**config.mk**
```make
export PLATFORM = sky130hd
export DESIGN_NAME = vga_timing_gen
export DESIGN_NICKNAME = d
export VERILOG_FILES = /design/src/rtl/vga_timing_gen.sv
export SDC_FILE = /design/constraint.sdc
export NUM_CORES = 1
export LEC_CHECK = 0
export ABC_AREA = 0
export CAP_MARGIN = 20
export CELL_PAD_IN_SITES_DETAIL_PLACEMENT = 1
export CELL_PAD_IN_SITES_GLOBAL_PLACEMENT = 1
export CORE_ASPECT_RATIO = 0.6
export CORE_UTILIZATION = 45
export CTS_BUF_LIST = sky130_fd_sc_hd__clkbuf_8
export CTS_CLUSTER_DIAMETER = 60
export DETAILED_ROUTE_END_ITERATION = 10
export PLACE_DENSITY = 0.95
export SKIP_LAST_GASP = 1
export SYNTH_ARGS = -nofsm -noshare
export SYNTH_HDL_FRONTEND = slang
export SYNTH_SLANG_ARGS = --single-unit
```
**constraint.sdc**
```tcl
create_clock -name vga_clk -period 6.9 [get_ports vga_clk]
set_input_delay 1.38 -clock vga_clk [delete_from_list [all_inputs] [get_ports vga_clk]]
set_output_delay 1.38 -clock vga_clk [all_outputs]
set_load 0.02 [all_outputs]
```
**src/rtl/vga_timing_gen.sv**
```systemverilog
// vga_timing_gen: free-running raster timing generator for the pixel clock
// domain. Presents DrawX/DrawY, the active-video flag (blank), active-low
// monitor sync pulses, line/frame strobes and a completed-frame counter.
//
// Optional build macro: VGA_SYNC_DELAY_EN
//   When defined, hs, vs and blank pass through one extra register stage so
//   they line up with RGB that drawers register against DrawX/DrawY. DrawX,
//   DrawY, line_start, frame_start and frame_count are never delayed.
module vga_timing_gen #(
  parameter int H_VISIBLE = 640,
  parameter int H_FP      = 16,
  parameter int H_SYNC    = 96,
  parameter int H_BP      = 48,
  parameter int V_VISIBLE = 480,
  parameter int V_FP      = 10,
  parameter int V_SYNC    = 2,
  parameter int V_BP      = 33
) (
  input  logic        vga_clk,
  input  logic        reset,
  output logic [9:0]  DrawX,
  output logic [9:0]  DrawY,
  output logic        blank,
  output logic        hs,
  output logic        vs,
  output logic        line_start,
  output logic        frame_start,
  output logic [15:0] frame_count
);

  localparam logic [9:0] H_LAST       = 10'(H_VISIBLE + H_FP + H_SYNC + H_BP - 1);
  localparam logic [9:0] V_LAST       = 10'(V_VISIBLE + V_FP + V_SYNC + V_BP - 1);
  localparam logic [9:0] H_ACTIVE_END = 10'(H_VISIBLE);
  localparam logic [9:0] V_ACTIVE_END = 10'(V_VISIBLE);
  localparam logic [9:0] HS_START     = 10'(H_VISIBLE + H_FP);
  localparam logic [9:0] HS_END       = 10'(H_VISIBLE + H_FP + H_SYNC);
  localparam logic [9:0] VS_START     = 10'(V_VISIBLE + V_FP);
  localparam logic [9:0] VS_END       = 10'(V_VISIBLE + V_FP + V_SYNC);

  logic [9:0]  r_hCount;
  logic [9:0]  r_vCount;
  logic        r_hsLive;
  logic        r_vsLive;
  logic        r_blankLive;
  logic        r_lineStart;
  logic        r_frameStart;
  logic [15:0] r_frameCount;

  logic [9:0]  w_hCountNext;
  logic [9:0]  w_vCountNext;
  logic        w_hWrap;
  logic        w_vWrap;
  logic        w_atOrigin;

  // Next raster position: hc wraps every line, vc advances only when hc wraps
  always_comb begin
    w_hWrap      = (r_hCount == H_LAST);
    w_vWrap      = (r_vCount == V_LAST);
    w_hCountNext = w_hWrap ? 10'd0 : (r_hCount + 10'd1);
    w_vCountNext = r_vCount;
    if (w_hWrap) begin
      w_vCountNext = w_vWrap ? 10'd0 : (r_vCount + 10'd1);
    end
    w_atOrigin   = (w_hCountNext == 10'd0) && (w_vCountNext == 10'd0);
  end

  // Counters plus sync/blank/strobes decoded from the next position, so every flop describes the same pixel
  always_ff @(posedge vga_clk) begin
    if (reset) begin
      r_hCount     <= 10'd0;
      r_vCount     <= 10'd0;
      r_hsLive     <= 1'b1;
      r_vsLive     <= 1'b1;
      r_blankLive  <= 1'b0;
      r_lineStart  <= 1'b0;
      r_frameStart <= 1'b0;
      r_frameCount <= 16'd0;
    end else begin
      r_hCount     <= w_hCountNext;
      r_vCount     <= w_vCountNext;
      r_hsLive     <= !((w_hCountNext >= HS_START) && (w_hCountNext < HS_END));
      r_vsLive     <= !((w_vCountNext >= VS_START) && (w_vCountNext < VS_END));
      r_blankLive  <= (w_hCountNext < H_ACTIVE_END) && (w_vCountNext < V_ACTIVE_END);
      r_lineStart  <= (w_hCountNext == 10'd0);
      r_frameStart <= w_atOrigin;
      if (w_atOrigin) begin
        r_frameCount <= r_frameCount + 16'd1;
      end
    end
  end

  assign DrawX       = r_hCount;
  assign DrawY       = r_vCount;
  assign line_start  = r_lineStart;
  assign frame_start = r_frameStart;
  assign frame_count = r_frameCount;

`ifdef VGA_SYNC_DELAY_EN
  logic r_hsDly;
  logic r_vsDly;
  logic r_blankDly;

  // Extra stage so sync/blank match the one-cycle latency of drawers' registered RGB
  always_ff @(posedge vga_clk) begin
    if (reset) begin
      r_hsDly    <= 1'b1;
      r_vsDly    <= 1'b1;
      r_blankDly <= 1'b0;
    end else begin
      r_hsDly    <= r_hsLive;
      r_vsDly    <= r_vsLive;
      r_blankDly <= r_blankLive;
    end
  end

  assign hs    = r_hsDly;
  assign vs    = r_vsDly;
  assign blank = r_blankDly;
`else
  assign hs    = r_hsLive;
  assign vs    = r_vsLive;
  assign blank = r_blankLive;
`endif

endmodule

```
==> flow_summary.toml <==
[worst_setup_path]
critPathLaunchType = "register"
cp.arrival_ns = 3.26
regToRegSetupSlack_ns = 3.82
cp_data_required_time_ns = 7.09
crit_type = "register to register"
end_kind = "register"
crit_fanout = 18

[sta]
tns_ns = 0
rsz0062_at_grt = "false"
clock.fmax_mhz = 325.0
min_period_over_period_pct = 44.59
setup_viol = 0
slew_viol_final = 0
relSlewSlack_pct = 31.59
clock-skew-final_ns = 0.003868
timing.final.ws_setup_ns = 3.823
period_minus_slack_ns = 3.077
hold_violations = 0
whs_ns = 0.5739
worst_pin_slew_ns = 1.026

[drt]
viasPerCell = 6.040
drcViolationCount = 0
wirelength_met1_um = 3789
highest-signal-layer = "met4"
drt_iter0_drc = 148
vias = 2555
routed_wl_um = 7879
antenna_left = 0
post_drt_wl_per_cell_um = 18.63
wl_met2_um = 3591
routed-wl-met3_um = 416
drtPass1Iterations = 4

[floorplanning]
die_area_mm2 = 0.006367
io_pins = 43
rows = 21
coreArea_mm2 = 0.005702
die_w_um = 102.4
initial_utilization_pct = 47.68
die_h_um = 62.21

[global_route]
grt-ovfl-total = 0
grt_max_degree = 57
grt_pass1_wl_um = 12720
grt_pass1_vias = 2499
antenna_found_initial = 0
grt_usage_pct = 25.98

[clock_tree]
cts_setup_buffers = 0
clock_path_buffers = 2
path_clk_slew_ns = 0.08
ctsHtreeMaxLevel = 2
insertion_delay_ns = 0.30
cts_tree = "built"
cts_resized = 0
cts_root_buf = "clkbuf_8"
cts.sinks = 41
cts-buffers-inserted = 5
hold_buffers = 0

[final_layout]
diodes = 0
final_common_cell = "nor2_1"
final_cell_mix = "nor2_1, dfxtp_1, clkdlybuf4s50_1, nand2_1"
layout-drive-gt1-share_pct = 9.621
area_delta_synth_final_pct = 17.53
nets = 349
final_cells = 423

[placed_design]
io_buffer_count = 42
dpl_worst_slack_ns = 3.918
gp_congestion = 0.8479
dp_cells = 416
hpwl_um = 5444

[yosys]
synth_area_mm2 = 0.002719
synth.avg_cell_area_um2 = 8.550
syn-instance-count = 318
synth_cell_type_count = 57
syn-num-nets = 324
yosysWarnings = 0
yosys.area.top_type_share_pct = 30.19
synth_area_leader_cell = "dfxtp_1"
synth-seq-cells = 41
ys_seq_area_share_pct = 30.19
synthArstFlopShare_pct = 0
synth_flop_cell = "dfxtp_1"
synth_area_leaders = "dfxtp_1, nor2_1, mux2_1"
synth_edf_count = 0

[outcome]
status = "completed"

[job]
drv_cap = 0

[power_and_ir_drop]
totalPowerFinal_mw = 0.4609
power.density_mw_per_mm2 = 144.2
p_leak_nw = 1.084
peakVddDrop_mv = 0.09154

[min_path]
hp-class = "register to register"
-- through the flow --
step / cell area (µm²) / util (%)
floorplan: 2719 / -
global placement: 3092 / 54.22
detailed placement: 3092 / 54.22
CTS: 3196 / 56.05
global route: 3196 / 56.05
finish: 3196 / 56.05
-- Yosys cell counts, types with 6 or more instances --
master and count:
nand2_1 18, dfxtp_1 41, nor2_1 51, inv_1 7, nor2b_1 15, nand4_1 9
and3_1 6, a21oi_1 7, o2111ai_1 14, clkbuf_1 7, nor3_1 12, nor4_2 11
mux2_1 15, nor4_1 10, buf_2 8, nand3_1 12, xor2_1 8
-- worst paths after layout --
kind	start	to	depth (start not counted)
setup / recovery	DrawX[0]	frame_count[0]	7
hold / removal	frame_count[12]	frame_count[12]	2
setup reg to reg	DrawX[0]	frame_count[0]	7
hold reg to reg	frame_count[12]	frame_count[12]	2
-- critical path: stages (launching register included) --
cell and delay (ns):
dfxtp_1 0.46, ha_1 0.30, and4_2 0.33, nand3_4 0.21
a31oi_4 0.56, o211ai_1 0.28, nor4_2 0.44, mux2_1 0.37
-- power breakdown --
part	internal (mW)	switching, mW	total, mW	leakage [nW]
clock network	0.105	0.0855	0.191	0.0540
registers	0.239	0.00432	0.243	0.331
logic	0.00889	0.0181	0.0270	0.699
total	0.353	0.108	0.461	1.08
-- state kept, by name, indices dropped and copies added (netlist names) --
| signal | flops |
|---|---|
| hs | 1 |
| frame_start | 1 |
| blank | 1 |
| vs | 1 |
| line_start | 1 |
| DrawY | 10 |
| DrawX | 10 |
| frame_count | 16 |
-- layout make-up --
| class | count | area [µm²] |
|---|---|---|
| Timing Repair Buffer | 43 | 422.9 |
| Sequential cell | 41 | 820.8 |
| Inverter | 7 | 26.28 |
| Multi-Input combinational cell | 245 | 1722 |
| Fill cell | 694 | 2506 |
| Clock inverter | 2 | 35.03 |
| Clock buffer | 5 | 68.82 |
| Tap cell | 80 | 100.1 |
-- logic make-up (layout without fill, tap and decap cells) --
logic type	after synthesis	after routing	share of synthesized area (%)
and+or+nand+nor	168	168	35.67
buffers and inverters	32	57	6.489
adders and majority gates	4	4	1.841
xor gates and xnor gates	12	12	3.866
AOI/OAI and AO/OA	44	44	15.00
muxes	17	17	6.949
DFF	41	41	30.19
-- per-layer routing --
layer	vias to the layer above	track usage (%)
met2	74	40.60
met5	-	0
met3	10	6.532
met1	1253	35.67
li1	1218	-
met4	0	6.250
No activity file was read; power rests on OpenSTA's default activity.
